`src/rtl/pipe_pkg.sv`:
```
// pipe_pkg: shared constants for the elastic pipeline stage register.
//
// Contents:
//   - default control/data widths for pipe_stage_buf
//   - per-boundary widths (IF/ID, ID/EX, EX/MEM, MEM/WB)
//   - bit offsets used to pack the ID/EX control and data fields
//   - pack helpers for the ID/EX fields
//
// Field layouts are LSB-first.
//   ID/EX ctrl: [0] alu_src, [4:1] alu_control, [5] branch, [6] mem_write,
//               [7] mem_read, [8] reg_write_en, [9] mem_to_reg
//   ID/EX data: [4:0] rd, [9:5] rs2, [14:10] rs1, [78:15] imm,
//               [142:79] rd2, [206:143] rd1, [270:207] pc
package pipe_pkg;

    localparam int unsigned XLEN      = 64;
    localparam int unsigned REG_IDX_W = 5;

    // ID/EX control field offsets
    localparam int unsigned ID_EX_CTRL_ALU_SRC      = 0;
    localparam int unsigned ID_EX_CTRL_ALU_CTRL_LSB = 1;
    localparam int unsigned ID_EX_CTRL_ALU_CTRL_W   = 4;
    localparam int unsigned ID_EX_CTRL_BRANCH       = 5;
    localparam int unsigned ID_EX_CTRL_MEM_WRITE    = 6;
    localparam int unsigned ID_EX_CTRL_MEM_READ     = 7;
    localparam int unsigned ID_EX_CTRL_REG_WRITE_EN = 8;
    localparam int unsigned ID_EX_CTRL_MEM_TO_REG   = 9;
    localparam int unsigned ID_EX_CTRL_W            = 10;

    // ID/EX data field offsets
    localparam int unsigned ID_EX_RD_LSB  = 0;
    localparam int unsigned ID_EX_RS2_LSB = ID_EX_RD_LSB + REG_IDX_W;
    localparam int unsigned ID_EX_RS1_LSB = ID_EX_RS2_LSB + REG_IDX_W;
    localparam int unsigned ID_EX_IMM_LSB = ID_EX_RS1_LSB + REG_IDX_W;
    localparam int unsigned ID_EX_RD2_LSB = ID_EX_IMM_LSB + XLEN;
    localparam int unsigned ID_EX_RD1_LSB = ID_EX_RD2_LSB + XLEN;
    localparam int unsigned ID_EX_PC_LSB  = ID_EX_RD1_LSB + XLEN;
    localparam int unsigned ID_EX_PC_W    = XLEN;
    localparam int unsigned ID_EX_DATA_W  = ID_EX_PC_LSB + XLEN;

    // Defaults for pipe_stage_buf are the ID/EX boundary
    localparam int unsigned PIPE_CTRL_W = ID_EX_CTRL_W;
    localparam int unsigned PIPE_DATA_W = ID_EX_DATA_W;

    // IF/ID: no decoded controls yet; one bit reserved so the field is never empty
    localparam int unsigned IF_ID_CTRL_W = 1;
    localparam int unsigned IF_ID_DATA_W = XLEN + 32;                       // pc + instr

    // EX/MEM: mem_to_reg, reg_write_en, mem_read, mem_write
    localparam int unsigned EX_MEM_CTRL_W = 4;
    localparam int unsigned EX_MEM_DATA_W = XLEN + XLEN + REG_IDX_W;        // alu, rd2, rd

    // MEM/WB: mem_to_reg, reg_write_en
    localparam int unsigned MEM_WB_CTRL_W = 2;
    localparam int unsigned MEM_WB_DATA_W = XLEN + XLEN + REG_IDX_W;        // mem, alu, rd

    function automatic logic [ID_EX_CTRL_W-1:0] pack_id_ex_ctrl(
        input logic       mem_to_reg,
        input logic       reg_write_en,
        input logic       mem_read,
        input logic       mem_write,
        input logic       branch,
        input logic [3:0] alu_control,
        input logic       alu_src
    );
        logic [ID_EX_CTRL_W-1:0] c;
        c = '0;
        c[ID_EX_CTRL_ALU_SRC]                                      = alu_src;
        c[ID_EX_CTRL_ALU_CTRL_LSB +: ID_EX_CTRL_ALU_CTRL_W]        = alu_control;
        c[ID_EX_CTRL_BRANCH]                                       = branch;
        c[ID_EX_CTRL_MEM_WRITE]                                    = mem_write;
        c[ID_EX_CTRL_MEM_READ]                                     = mem_read;
        c[ID_EX_CTRL_REG_WRITE_EN]                                 = reg_write_en;
        c[ID_EX_CTRL_MEM_TO_REG]                                   = mem_to_reg;
        return c;
    endfunction

    function automatic logic [ID_EX_DATA_W-1:0] pack_id_ex_data(
        input logic [XLEN-1:0]      pc,
        input logic [XLEN-1:0]      rd1,
        input logic [XLEN-1:0]      rd2,
        input logic [XLEN-1:0]      imm,
        input logic [REG_IDX_W-1:0] rs1,
        input logic [REG_IDX_W-1:0] rs2,
        input logic [REG_IDX_W-1:0] rd
    );
        logic [ID_EX_DATA_W-1:0] d;
        d = '0;
        d[ID_EX_RD_LSB  +: REG_IDX_W] = rd;
        d[ID_EX_RS2_LSB +: REG_IDX_W] = rs2;
        d[ID_EX_RS1_LSB +: REG_IDX_W] = rs1;
        d[ID_EX_IMM_LSB +: XLEN]      = imm;
        d[ID_EX_RD2_LSB +: XLEN]      = rd2;
        d[ID_EX_RD1_LSB +: XLEN]      = rd1;
        d[ID_EX_PC_LSB  +: XLEN]      = pc;
        return d;
    endfunction

endpackage

```
`src/rtl/pipe_stage_buf_slot.sv`:
```
// pipe_slot: one beat of storage (valid + ctrl + data).
//
// Ports:
//   clk_i       clock, rising edge
//   clr_all_i   synchronous clear of valid, ctrl and data (reset)
//   clr_ctrl_i  synchronous clear of valid and ctrl; data holds (flush/bubble)
//   load_i      capture ctrl_i/data_i and mark the slot valid
//   ctrl_i      control field to capture
//   data_i      data field to capture
//   valid_o     slot holds a beat
//   ctrl_o      held control field (zero whenever valid_o is low)
//   data_o      held data field
//
// Priority: clr_all_i > clr_ctrl_i > load_i.
module pipe_slot #(
    parameter int unsigned CtrlW = 10,
    parameter int unsigned DataW = 271
) (
    input  logic             clk_i,
    input  logic             clr_all_i,
    input  logic             clr_ctrl_i,
    input  logic             load_i,
    input  logic [CtrlW-1:0] ctrl_i,
    input  logic [DataW-1:0] data_i,
    output logic             valid_o,
    output logic [CtrlW-1:0] ctrl_o,
    output logic [DataW-1:0] data_o
);

    logic             valid_d, valid_q;
    logic [CtrlW-1:0] ctrl_d, ctrl_q;
    logic [DataW-1:0] data_d, data_q;

    always_comb begin
        valid_d = valid_q;
        ctrl_d  = ctrl_q;
        data_d  = data_q;
        if (clr_ctrl_i) begin
            valid_d = 1'b0;
            ctrl_d  = '0;
        end else if (load_i) begin
            valid_d = 1'b1;
            ctrl_d  = ctrl_i;
            data_d  = data_i;
        end
    end

    always_ff @(posedge clk_i) begin
        if (clr_all_i) begin
            valid_q <= 1'b0;
            ctrl_q  <= '0;
            data_q  <= '0;
        end else begin
            valid_q <= valid_d;
            ctrl_q  <= ctrl_d;
            data_q  <= data_d;
        end
    end

    assign valid_o = valid_q;
    assign ctrl_o  = ctrl_q;
    assign data_o  = data_q;

endmodule

```
`src/rtl/pipe_stage_buf.sv`:
```
// pipe_stage_buf: elastic pipeline stage register with valid/ready handshake,
// synchronous flush and bubble insertion (control field zeroed when empty).
//
// Build option: define PIPE_STAGE_SKID_EN to add a skid slot, which gives a
// registered in_ready with full throughput and occupancy up to 2. Without it
// the stage holds a single beat and in_ready is combinational from out_ready.
//
// Ports:
//   clk        clock, rising edge
//   reset      synchronous active-high reset; discards all beats, zeroes outputs
//   flush      synchronous kill of held beats; out_data is kept (pc for redirect)
//   in_valid   upstream beat present
//   in_ready   stage accepts a beat this cycle (0 during reset and flush)
//   in_ctrl    upstream control field
//   in_data    upstream data field
//   out_valid  beat presented downstream
//   out_ready  downstream accepts (0 = stall)
//   out_ctrl   presented control field (0 when no beat is presented)
//   out_data   presented data field (holds when the stage empties)
//   occupancy  number of beats held
module pipe_stage_buf
    import pipe_pkg::*;
#(
    parameter int unsigned CTRL_W = PIPE_CTRL_W,
    parameter int unsigned DATA_W = PIPE_DATA_W
) (
    input  logic              clk,
    input  logic              reset,
    input  logic              flush,
    input  logic              in_valid,
    output logic              in_ready,
    input  logic [CTRL_W-1:0] in_ctrl,
    input  logic [DATA_W-1:0] in_data,
    output logic              out_valid,
    input  logic              out_ready,
    output logic [CTRL_W-1:0] out_ctrl,
    output logic [DATA_W-1:0] out_data,
    output logic [1:0]        occupancy
);

    logic              accept;
    logic              drain;

    logic              main_valid;
    logic [CTRL_W-1:0] main_ctrl;
    logic [DATA_W-1:0] main_data;
    logic              main_load;
    logic              main_clr;
    logic [CTRL_W-1:0] main_ctrl_in;
    logic [DATA_W-1:0] main_data_in;

    assign accept = in_valid && in_ready;
    assign drain  = main_valid && out_ready;

`ifdef PIPE_STAGE_SKID_EN

    logic              skid_valid;
    logic [CTRL_W-1:0] skid_ctrl;
    logic [DATA_W-1:0] skid_data;
    logic              skid_load;
    logic              skid_clr;

    // skid_valid is a flop, so in_ready has no path from out_ready or in_valid.
    assign in_ready = !skid_valid && !flush && !reset;

    always_comb begin
        main_load    = 1'b0;
        main_clr     = 1'b0;
        skid_load    = 1'b0;
        skid_clr     = 1'b0;
        main_ctrl_in = in_ctrl;
        main_data_in = in_data;
        if (flush) begin
            main_clr = 1'b0 | 1'b1;
            skid_clr = 1'b1;
        end else if (drain && skid_valid) begin
            // Older skid beat advances; skid is refilled or freed.
            main_load    = 1'b1;
            main_ctrl_in = skid_ctrl;
            main_data_in = skid_data;
            if (accept) begin
                skid_load = 1'b1;
            end else begin
                skid_clr = 1'b1;
            end
        end else if (accept && (!main_valid || drain)) begin
            main_load = 1'b1;
        end else begin
            if (accept) begin
                skid_load = 1'b1;
            end
            if (drain) begin
                main_clr = 1'b1;
            end
        end
    end

    pipe_slot #(
        .CtrlW (CTRL_W),
        .DataW (DATA_W)
    ) u_skid (
        .clk_i      (clk),
        .clr_all_i  (reset),
        .clr_ctrl_i (skid_clr),
        .load_i     (skid_load),
        .ctrl_i     (in_ctrl),
        .data_i     (in_data),
        .valid_o    (skid_valid),
        .ctrl_o     (skid_ctrl),
        .data_o     (skid_data)
    );

    assign occupancy = {1'b0, main_valid} + {1'b0, skid_valid};

`else

    assign in_ready = (!main_valid || out_ready) && !flush && !reset;

    always_comb begin
        main_ctrl_in = in_ctrl;
        main_data_in = in_data;
        main_load    = accept && !flush;
        // Flush kills the beat; a drain with no replacement leaves a bubble.
        main_clr     = flush || (drain && !accept);
    end

    assign occupancy = {1'b0, main_valid};

`endif

    pipe_slot #(
        .CtrlW (CTRL_W),
        .DataW (DATA_W)
    ) u_main (
        .clk_i      (clk),
        .clr_all_i  (reset),
        .clr_ctrl_i (main_clr),
        .load_i     (main_load),
        .ctrl_i     (main_ctrl_in),
        .data_i     (main_data_in),
        .valid_o    (main_valid),
        .ctrl_o     (main_ctrl),
        .data_o     (main_data)
    );

    assign out_valid = main_valid;
    assign out_ctrl  = main_ctrl;
    assign out_data  = main_data;

endmodule

```
`config.mk`:
```
export PLATFORM = sky130hd
export DESIGN_NAME = pipe_stage_buf
export DESIGN_NICKNAME = d
export VERILOG_FILES = /design/src/rtl/pipe_pkg.sv /design/src/rtl/pipe_stage_buf_slot.sv /design/src/rtl/pipe_stage_buf.sv
export SDC_FILE = /design/constraint.sdc
export NUM_CORES = 1
export LEC_CHECK = 0
export CAP_MARGIN = 20
export CORE_AREA = 2 2 220 222
export CTS_BUF_LIST = sky130_fd_sc_hd__clkbuf_8 sky130_fd_sc_hd__clkbuf_16
export DETAILED_ROUTE_END_ITERATION = 12
export DIE_AREA = 0 0 222 224
export MAX_ROUTING_LAYER = met4
export PLACE_DENSITY = 0.5
export SYNTH_ARGS = -nofsm -noshare
export SYNTH_HDL_FRONTEND = slang
export SYNTH_SLANG_ARGS = --single-unit
export TNS_END_PERCENT = 50
```
`constraint.sdc`:
```
create_clock -name clk -period 2.1 [get_ports clk]
set_input_delay 0.42 -clock clk [delete_from_list [all_inputs] [get_ports clk]]
set_output_delay 0.42 -clock clk [all_outputs]
set_load 0.02 [all_outputs]
```
# --- Word level (Yosys, flattened, before mapping) ---
# Cells that the tools add are included.
word_totals:
  regBits: 282
  in_bits: 286
  output_inout_bits: 285
  elab_cells: 18
classes:
  bitwise: 1
  reduce_logical: 14
op_table:
  columns: ["cell", "count"]
  rows:
  - ["1-bit logical AND", 6]
  - ["1-bit zero test", 4]
  - ["1-bit logical OR", 2]
  - ["2-bit AND reduction", 1]
  - ["2-bit OR reduction", 1]
  - ["1-bit inverter", 1]

# --- Logic depth before layout (Yosys ltp) ---
# Gate-level depths: netlist (run 1).
logic_depth:
  depth_word: 10
  mapped_depth: 6
  ltp_nobuf: 3

# --- Hierarchy ---
# A second synthesis (run 1) with hierarchy kept.
hier_totals:
  hier_cells: 1279
  area_unflattened_um2: 12614.6
modules_own_cells:
  columns: ["module", "n_inst", "cells_each", "area_per_inst_um2", "seq_area_each_um2"]
  rows:
  - ["pipe_slot", 1, 1271, 12554.5, 5645.4]
  - ["pipe_stage_buf", 1, 8, 60.1, 0.0]

# --- Worst setup path after synthesis (run 1) ---
# OpenSTA, ideal clock, no wires.
synth_timing:
  path_kind: "in2out"
  from: "in reset"
  to: "out in_ready"
  arrival_time_ns: 1.283
  required_ns: 1.680
  setup_slack_ns: 0.397
  cell_stages: 3
  path_buffers: 2
  cell_sequence: "buf_2 -> clkbuf_1 -> nor3_1"
synth_via:
  elab_chain_cells: 2
synth_lines:
  columns: ["item", "line_no", "rtl"]
  rows:
  - ["start, declared", "pipe_stage_buf.sv:28", "input logic reset,"]
  - ["1-bit zero test", "pipe_stage_buf.sv:117", "assign in_ready = (!main_valid || out_ready) && !flush && !reset;"]
  - ["1-bit logical AND", "pipe_stage_buf.sv:117", null]
  - ["end, declared", "pipe_stage_buf.sv:31", "output logic in_ready,"]
# Every way passes these cells.

# --- Worst setup path in the final report (run 1) ---
layout_timing:
  from: "reg u_main.data_q[263] (netlist: u_main.data_o[263])"
  to: "out out_data[263]"
layout_rtl:
  columns: ["item", "line_no", "rtl"]
  rows:
  - ["start, declared", "pipe_stage_buf_slot.sv:32", "logic [DataW-1:0] data_d, data_q;"]
  - ["start signal, assigned", "pipe_stage_buf_slot.sv:56", "data_q <= data_d;"]
  - ["end, declared", "pipe_stage_buf.sv:37", "output logic [DATA_W-1:0] out_data,"]
# No word-level cell between the ends.

==> flow_metrics.env, run 1 <==
export IMPL_slew_violations=0
export IMPL_synth_top_area_share_pct=51.4
export IMPL_met2_usage_pct=25.0
export IMPL_synth_cell_types=15
export IMPL_grt_pass1_wl_um=55800
export IMPL_synth_most_common_cell="dfxtp_1"
export IMPL_yosys_top_cells_count="dfxtp_1 (282), nor2b_1 (272), mux2_2 (173)"
export IMPL_synth_area_leader_cell="dfxtp_1"
export IMPL_root_buffer="clkbuf_16"
export IMPL_ctsHoldBuffers=0
export IMPL_rsz0062_at_grt="no"
export IMPL_grt_max_degree=138
export IMPL_path_max_fanout=2
export IMPL_final_nets=1777
export IMPL_netlist_top_cells_area="dfxtp_1 (51%), mux2_2 (18%), nor2b_1 (15%)"
export IMPL_design_core_area_um2=47300
export IMPL_maxCapViolations=0
export IMPL_syn_nets=1201
export IMPL_period_minus_slack_ps=1980
export IMPL_tritoncts="yes"
export IMPL_routed_via_density=4.00
export IMPL_initial_core_util_pct=23.2
export IMPL_avgRoutedWirePerCell_um=17.6
export IMPL_ys_flop_type="dfxtp_1"
export IMPL_r2r_end="u_main.data_o[174]$_SDFFE_PP0P_"
export IMPL_vias=8538
export IMPL_drt_iter0_drc=213
export IMPL_synth_edf_count=0
export IMPL_worstPathArrival_ps=1560
export IMPL_gr_usage_met3_pct=6.52
export IMPL_post_route_period_util_pct=94.1
export IMPL_drt_pass1_iter_count=4
export IMPL_drive_gt1_share_pct=17.4
export IMPL_setup_viol=0
export IMPL_timing_slew_headroom_pct=47.9
export IMPL_ir_drop_mv=0.570
export IMPL_dieArea_um2=49700
export IMPL_route_detailed_drc=0
export IMPL_path_delay_family="buffers and inverters"
export IMPL_die_w_um=222
export IMPL_max_freq_mhz=506
export IMPL_cts_inserted_buffers=36
export IMPL_min_delay_path_depth=4
export IMPL_cts_max_path_buffers=3
export IMPL_finClkSkew_ps=11.5
export IMPL_rr_startpoint="u_main.valid_o$_SDFFE_PP0P_"
export IMPL_rr_worst_depth=5
export IMPL_cp_required_ps=1680
export IMPL_worst_slew_pin_slew_ps=782
export IMPL_crit_path_end_kind="output pin"
export IMPL_placed_cells=2068
export IMPL_status="finished, final reports clean"
export IMPL_worstSetupStartpointType="register"
export IMPL_synthCells=915
export IMPL_ys_ff_latch=282
export IMPL_synthesis_area_um2=11000
export IMPL_slowest_delay_ps=660
export IMPL_fin_cells=2133
export IMPL_die_h_um=224
export IMPL_slowest_stage="clkdlybuf4s50_1"
export IMPL_hp_start="reset"
export IMPL_totalWireLength_um=37500
export IMPL_min_to="u_main.valid_o$_SDFFE_PP0P_"
export IMPL_cts_clk_slew_worst_paths_ps=60
export IMPL_ant_nets=0
export IMPL_grt_busiest_layer="met2"
export IMPL_worst_skew_pair_late_latency_ps=520
export IMPL_ys_warn_count=0
export IMPL_min_path_type="in -> reg"
export IMPL_grt_antenna_before_repair=3
export IMPL_grtUsageTotal_pct=15.1
export IMPL_critical_path_buf_inv_count=1
export IMPL_grt_use_met1_pct=16.2
export IMPL_dp_hpwl_um=27900
export IMPL_finalPower_uw=14200
export IMPL_gp_congestion=0.763
export IMPL_p_per_area_nw_per_um2=761
export IMPL_syn_to_final_growth_pct=70.0
export IMPL_power_leakage_uw=0.00762
export IMPL_portBuffers=569
export IMPL_crit_chain="clkdlybuf4s50_1"
export IMPL_cts_htree_levels=2
export IMPL_reg2reg_slack_ps=410
export IMPL_n_fill_cell=4576
export IMPL_hold_viol=0
export IMPL_cts_sinks=282
export IMPL_grt_overflow=0
export IMPL_grt_pass1_vias=9060
export IMPL_async_reset_ff_share_pct=0
export IMPL_cts_setup_buffers=0
export IMPL_postSynthAreaPerCell_um2=12.0
export IMPL_pin_count=571
export IMPL_holdWs_ps=433
export IMPL_ctsResizeCount=1
export IMPL_ys_seq_area_share_pct=51.4
export IMPL_path_class="reg -> out"
export IMPL_std_cell_rows=80
## power breakdown
group	internal [uW]	leakage (uW)	total (uW)	switching, uW
clock	3810	0.000615	6180	2370
combinational	1340	0.00470	2250	910
sequential	5650	0.00231	5790	132
total	10800	0.00762	14200	3410
## sequential cells by signal, summed over array words and instances, names as in the netlist
register and flops:
u_main.data_o 271, u_main.ctrl_o 10, u_main.valid_o 1
## worst min-delay path, delay by kind of cell
| kind | cells | cell delay [ps] |
|---|---|---|
| buffers and inverters | 2 | 310 |
| AO/OA/AOI/OAI | 1 | 120 |
| AND/OR/NAND/NOR | 1 | 60 |
## metal layers
| metal | part of all wire [%] | vias to the layer above | routed length, um |
|---|---|---|---|
| met5 | 0 | - | 0 |
| met4 | 2.4 | 0 | 890 |
| met3 | 9.9 | 55 | 3730 |
| met2 | 48 | 340 | 18200 |
| met1 | 39 | 3947 | 14700 |
| li1 | - | 4196 | - |
## logic make-up (layout without fill, tap and decap cells)
kind of cell,Yosys count,count (layout),synth area share [%]
AO/OA/AOI/OAI,1,1,0.0683
buffers and inverters,64,663,3.34
multiplexers,281,281,28.8
AND/OR/NAND/NOR,286,286,16.4
flip-flops,282,282,51.4
other,1,5,0.0341
## worst max path at each step
stage	from	end	slack, ps	cells after the start
6_report	u_main.data_o[263]$_SDFFE_PP0P_	out_data[263]	120	1
5_1_grt	u_main.data_o[270]$_SDFFE_PP0P_	out_data[270]	50	1
4_1_cts	u_main.data_o[263]$_SDFFE_PP0P_	out_data[263]	50	1
3_5_place_dp	out_ready	in_ready	-50	4
3_3_place_gp	out_ready	in_ready	-70	4
2_1_floorplan	reset	in_ready	400	3
## cell usage in the layout, fill, tap and decap left out
cell             instances
nand3b_1                 1
nand3b_4                 1
bufinv_16                2
diode_2                  4
mux2_2                 173
clkinv_2                 5
dfxtp_1                282
nor2b_1                272
clkdlybuf4s50_1        567
nor2_2                   1
clkbuf_16               37
conb_1                   1
buf_4                   21
nor3_1                   1
mux2_1                 108
inv_1                    6
and3_1                  10
clkbuf_8                12
o21a_1                   1
buf_12                  12
dlygate4sd2_1            1
## metrics by stage
| stage | setup slack (ps) | util (%) | TNS [ps] | cell area (um2) |
|---|---|---|---|---|
| after global routing | 50.6 | 39.5 | 0 | 18700 |
| after CTS | 52.9 | 39.4 | 0 | 18700 |
| after global placement | -73.4 | 36.9 | -2500 | 17500 |
| final | 124 | 39.5 | 0 | 18700 |
| after detailed placement | -51.2 | 36.9 | -3230 | 17500 |
| after floorplan | 397 | - | 0 | 11000 |
## area by class of cell
class                           count  area, um2  area share, %
Antenna cell                        4       10.0         0.0536
Tap cell                          615        769           4.12
Clock buffer                       48       1080           5.77
Sequential cell                   282       5650           30.2
Timing Repair Buffer              602       6100           32.6
Clock inverter                     13        108          0.576
Multi-Input combinational cell    569       4980           26.6
Note: power is estimated with default switching activity, not from simulation.
==> run 2: changes to the inputs <==
--- a/config.mk
+++ b/config.mk
@@ -13,4 +13,5 @@
 export MAX_ROUTING_LAYER = met4
 export PLACE_DENSITY = 0.5
+export RECOVER_POWER = 50
 export SYNTH_ARGS = -nofsm -noshare
 export SYNTH_HDL_FRONTEND = slang
==> constraint.sdc (replaced) <==
create_clock -name clk -period 2.1 [get_ports clk]
set_input_delay 0.315 -clock clk [delete_from_list [all_inputs] [get_ports clk]]
set_output_delay 0.315 -clock clk [all_outputs]
set_load 0.02 [all_outputs]
==> run 2 against run 1 <==
  * Global-route usage shrank 0.12 points
  * Register-to-register slack worse by 210 ps
  * Final area down 1.3%
  * Clock power down 9.5%
  * Clock skew fell by 3.2 ps
  * Sequential power is essentially flat
  * Cell count is 0.38% lower
  * Largest cell class unchanged
  * Sequential cell count is the same
  * Die area unchanged
  * Sequential share of layout area increased by 0.39 points
  * Maximum frequency is 3.9% higher
  * Setup slack better by 74 ps
==> flow_metrics.env, run 2 (synthesis gave the netlist of run 1 again) <==
export IMPL_layout_setup_ws_ps=198
export IMPL_rsz0062_at_grt="no"
export IMPL_grt_pass1_wl_um=55300
export IMPL_final_nets=1773
export IMPL_switching_power_uw=3370
export IMPL_tritoncts="yes"
export IMPL_pin_count=571
export IMPL_cp_required_ps=2510
export IMPL_gp_congestion=0.758
export IMPL_syn_to_final_growth_pct=67.8
export IMPL_cts_clk_slew_worst_paths_ps=60
export IMPL_final_common_cell="clkdlybuf4s50_1"
export IMPL_drive_gt1_share_pct=16.3
export IMPL_cts_inserted_buffers=37
export IMPL_grt_overflow=0
export IMPL_grt_pass1_vias=8926
export IMPL_cts_max_path_buffers=3
export IMPL_stdcell_area_um2=18400
export IMPL_ir_drop_mv=0.492
export IMPL_totalWireLength_um=37600
export IMPL_largest_register_ffs=271
export IMPL_final_cell_mix="clkdlybuf4s50_1 (535), dfxtp_1 (282), nor2b_1 (272), mux2_2 (173), mux2_1 (108)"
export IMPL_min_delay_path_depth=4
export IMPL_worstPathArrival_ps=2320
export IMPL_routed_via_density=4.05
export IMPL_die_h_um=224
export IMPL_finClkSkew_ps=8.36
export IMPL_dieArea_um2=49700
export IMPL_reg2reg_slack_ps=200
export IMPL_path_class="reg -> reg"
export IMPL_post_route_period_util_pct=90.6
export IMPL_final_setup_tns_ps=0
export IMPL_pwr_share_clk_pct=41.1
export IMPL_switching_share_pct=24.8
export IMPL_post_place_ws_ps=26.5
export IMPL_avgRoutedWirePerCell_um=17.7
export IMPL_root_buffer="clkbuf_16"
export IMPL_min_path_type="in -> reg"
export IMPL_grt_max_degree=157
export IMPL_portBuffers=569
export IMPL_worstSetupStartpointType="register"
export IMPL_grt_antenna_before_repair=5
export IMPL_route_detailed_drc=0
export IMPL_rr_worst_depth=4
export IMPL_drt_iter0_drc=208
export IMPL_cts_sinks=282
export IMPL_dp_hpwl_um=28200
export IMPL_path_max_fanout=45
export IMPL_p_per_area_nw_per_um2=737
export IMPL_p_seq_share_pct=42.5
export IMPL_period_minus_slack_ps=1900
export IMPL_worst_slew_pin_slew_ps=841
export IMPL_cts_setup_buffers=0
export IMPL_cts_htree_levels=2
export IMPL_design_core_area_um2=47300
export IMPL_max_freq_mhz=526
export IMPL_worst_skew_pair_late_latency_ps=520
export IMPL_std_cell_rows=80
export IMPL_drt_pass1_iter_count=4
export IMPL_power_leakage_uw=0.00760
export IMPL_holdWs_ps=285
export IMPL_hold_viol=0
export IMPL_placed_area_um2=17500
export IMPL_crit_path_end_kind="register"
export IMPL_setup_viol=0
export IMPL_slew_violations=0
export IMPL_comb_power_share_pct=16.3
export IMPL_timing_slew_headroom_pct=43.9
export IMPL_power_internal_uw=10200
export IMPL_maxCapViolations=0
export IMPL_vias=8603
export IMPL_status="finished, final reports clean"
export IMPL_ant_nets=0
export IMPL_grtUsageTotal_pct=15.0
export IMPL_initial_core_util_pct=23.2
export IMPL_ctsHoldBuffers=0
export IMPL_die_w_um=222
## run 2: power groups by stage
stage                     registers [uW]  logic (uW)  clock network, uW
after floorplan                     6260         577                  0
after global placement              5900        2260                  0
after detailed placement            5900        2270                  0
after CTS                           5790        2280               5860
after global routing                5820        2350               6060
final                               5790        2220               5590
## run 2: critical path: stages, from the launching register on
cell,delay (ps)
dfxtp_1,380
nor2b_1,240
nand3b_1,300
buf_6,440
mux2_2,390
## run 2: final timing paths
kind | from | end
max | u_main.valid_o$_SDFFE_PP0P_ | u_main.data_o[151]$_SDFFE_PP0P_
min | reset | u_main.valid_o$_SDFFE_PP0P_
max reg2reg | u_main.valid_o$_SDFFE_PP0P_ | u_main.data_o[151]$_SDFFE_PP0P_
min reg2reg | u_main.data_o[206]$_SDFFE_PP0P_ | u_main.data_o[206]$_SDFFE_PP0P_
## run 2: per-layer routing
metal,wire [um],up-vias,track usage (%)
li1,-,4187,-
met3,3810,53,6.60
met1,14600,4006,15.8
met4,977,0,5.34
met2,18200,357,25.1
met5,0,-,-
## run 2: area by class of cell
type                            instances  area, um2
Clock inverter                         17       76.3
Timing Repair Buffer                  597       6010
Tap cell                              615        769
Clock buffer                           40        967
Multi-Input combinational cell        569       4970
Sequential cell                       282       5650
Fill cell                            4710      28900
Antenna cell                            5       12.5
## run 2: through the flow
| step | total power [uW] | std cells | util [%] |
|---|---|---|---|
| final | 13600 | 2125 | 39.0 |
| after global routing | 14200 | 2125 | 39.0 |
| after CTS | 13900 | 2120 | 39.1 |
| after detailed placement | 8180 | 2063 | 36.9 |
| after global placement | 8150 | 2063 | 36.9 |
| after floorplan | 6840 | 915 | - |
## run 2: what timing repair did
action                                  CTS  global route
endpoints found under the setup margin    1             0
endpoints found under the hold margin     0             0
gates resized for setup                   1             0
==> run 3: changes to the inputs <==
Settings changed: CAP_MARGIN 20 to default, CTS_CLUSTER_SIZE from default to 16.
==> run 3 against run 2 <==
  * Clock power increased by 0.9%
  * First-iteration DRC count down 0.48%
  * Sequential share of layout area is essentially flat
  * Register-to-register slack about the same
  * Utilization about the same
  * Combinational power is essentially flat
  * Critical endpoint unchanged
  * Highest routed layer unchanged
==> flow_metrics.env, run 3 (synthesis gave the netlist of run 1 again) <==
export IMPL_holdWs_ps=282
export IMPL_pin_count=571
export IMPL_stdcell_area_um2=18500
export IMPL_post_route_period_util_pct=90.7
export IMPL_reg2reg_slack_ps=190
export IMPL_placed_area_um2=17500
export IMPL_rr_startpoint="u_main.valid_o$_SDFFE_PP0P_"
export IMPL_power_leakage_uw=0.00762
export IMPL_crit_path_end_kind="register"
export IMPL_rsz0062_at_grt="no"
export IMPL_gp_congestion=0.758
export IMPL_drive_gt1_share_pct=16.3
export IMPL_final_cell_mix="clkdlybuf4s50_1 (529), dfxtp_1 (282), nor2b_1 (272), mux2_2 (173), mux2_1 (108)"
export IMPL_slew_violations=0
export IMPL_totalWireLength_um=37600
export IMPL_final_common_cell="clkdlybuf4s50_1"
export IMPL_die_w_um=222
export IMPL_cts_setup_buffers=0
export IMPL_crit_end="u_main.data_o[151]$_SDFFE_PP0P_"
export IMPL_worstSetupStartpointType="register"
export IMPL_grtUsageTotal_pct=15.0
export IMPL_drt_pass1_iter_count=4
export IMPL_grt_overflow=0
export IMPL_crit_cells=4
export IMPL_tritoncts="yes"
export IMPL_crit_chain="nor2b_1, nand3b_1, buf_6, mux2_2"
export IMPL_grt_pass1_wl_um=55300
export IMPL_worstPathArrival_ps=2320
export IMPL_worst_skew_pair_late_latency_ps=520
export IMPL_setup_viol=0
export IMPL_root_buffer="clkbuf_16"
export IMPL_slowest_stage="buf_6"
export IMPL_grt_max_degree=157
export IMPL_path_delay_family="simple AND/OR/NAND/NOR gates"
export IMPL_worst_slew_pin_slew_ps=840
export IMPL_dp_hpwl_um=28200
export IMPL_final_setup_tns_ps=0
export IMPL_syn_to_final_growth_pct=67.9
export IMPL_cts_clk_slew_worst_paths_ps=60
export IMPL_vias=8604
export IMPL_initial_core_util_pct=23.2
export IMPL_n_fill_cell=4705
export IMPL_multi_input_area_um2=4970
export IMPL_route_detailed_drc=0
export IMPL_grt_antenna_before_repair=5
export IMPL_hold_viol=0
export IMPL_largest_register_ffs=271
export IMPL_rr_worst_depth=4
export IMPL_regArea_um2=5650
export IMPL_cts_sinks=282
export IMPL_design_core_area_um2=47300
export IMPL_finClkSkew_ps=10.5
export IMPL_period_minus_slack_ps=1910
export IMPL_grt_pass1_vias=8929
export IMPL_drt_iter0_drc=207
export IMPL_path_class="reg -> reg"
export IMPL_path_max_fanout=45
export IMPL_cp_required_ps=2510
export IMPL_die_h_um=224
export IMPL_std_cell_rows=80
export IMPL_ir_drop_mv=0.593
export IMPL_routed_via_density=4.05
export IMPL_cts_htree_levels=2
export IMPL_dieArea_um2=49700
export IMPL_cts_max_path_buffers=3
export IMPL_max_freq_mhz=525
export IMPL_r2r_end="u_main.data_o[151]$_SDFFE_PP0P_"
export IMPL_ant_nets=0
export IMPL_cts_inserted_buffers=37
export IMPL_maxCapViolations=0
export IMPL_portBuffers=569
export IMPL_final_nets=1773
export IMPL_slowest_delay_ps=430
export IMPL_avgRoutedWirePerCell_um=17.7
export IMPL_crit_start="u_main.valid_o$_SDFFE_PP0P_"
export IMPL_timing_slew_headroom_pct=44.0
export IMPL_p_per_area_nw_per_um2=739
export IMPL_status="finished, final reports clean"
export IMPL_min_path_type="in -> reg"
export IMPL_critical_path_buf_inv_count=1
==> run 3: power breakdown <==
part           internal, uW  switching (uW)
clock                  3300            2340
combinational          1310             907
sequential             5660             131
total                 10300            3380
==> run 3: per-stage QoR <==
| step | utilization, % | total power, uW | instances | setup slack [ps] |
|---|---|---|---|---|
| final | 39.0 | 13600 | 2126 | 194 |
| after global routing | 39.0 | 14300 | 2126 | 67.4 |
| after CTS | 39.1 | 14000 | 2121 | 149 |
| after detailed placement | 36.9 | 8180 | 2063 | 26.5 |
| after global placement | 36.9 | 8150 | 2063 | 23.3 |
| after floorplan | - | 6840 | 915 | 414 |
==> run 3: metal layers <==
layer / share of wire [%] / global-route usage (%)
met5: 0 / -
met1: 39 / 15.8
met4: 2.6 / 5.34
met2: 48 / 25.1
met3: 10 / 6.64
==> run 3: cell type report <==
type,instances,area share (%)
Timing Repair Buffer,597,32.6
Clock buffer,41,5.31
Multi-Input combinational cell,569,26.9
Tap cell,615,4.17
Clock inverter,17,0.407
Antenna cell,5,0.0678
Sequential cell,282,30.6
==> run 3: how the worst min path moves through the flow <==
stage / cells past startpoint / endpoint / slack, ps / from
floorplan: 1 / u_main.valid_o$_SDFFE_PP0P_ / 440 / in_valid
global placement: 2 / u_main.data_o[247]$_SDFFE_PP0P_ / 560 / u_main.data_o[247]$_SDFFE_PP0P_
detailed placement: 2 / u_main.data_o[195]$_SDFFE_PP0P_ / 570 / u_main.data_o[195]$_SDFFE_PP0P_
CTS: 4 / u_main.valid_o$_SDFFE_PP0P_ / 260 / reset
global route: 4 / u_main.valid_o$_SDFFE_PP0P_ / 280 / reset
finish: 4 / u_main.valid_o$_SDFFE_PP0P_ / 280 / reset
==> run 3: timing repair <==
item,in CTS,in global routing
hold buffers,0,0
gates resized for setup,1,0
setup endpoints to repair,1,0
==> run 3: tightest hold or removal path, cell delays in order <==
cell and delay (ps):
clkbuf_8 130, nor2_2 50, buf_4 160, o21a_1 100
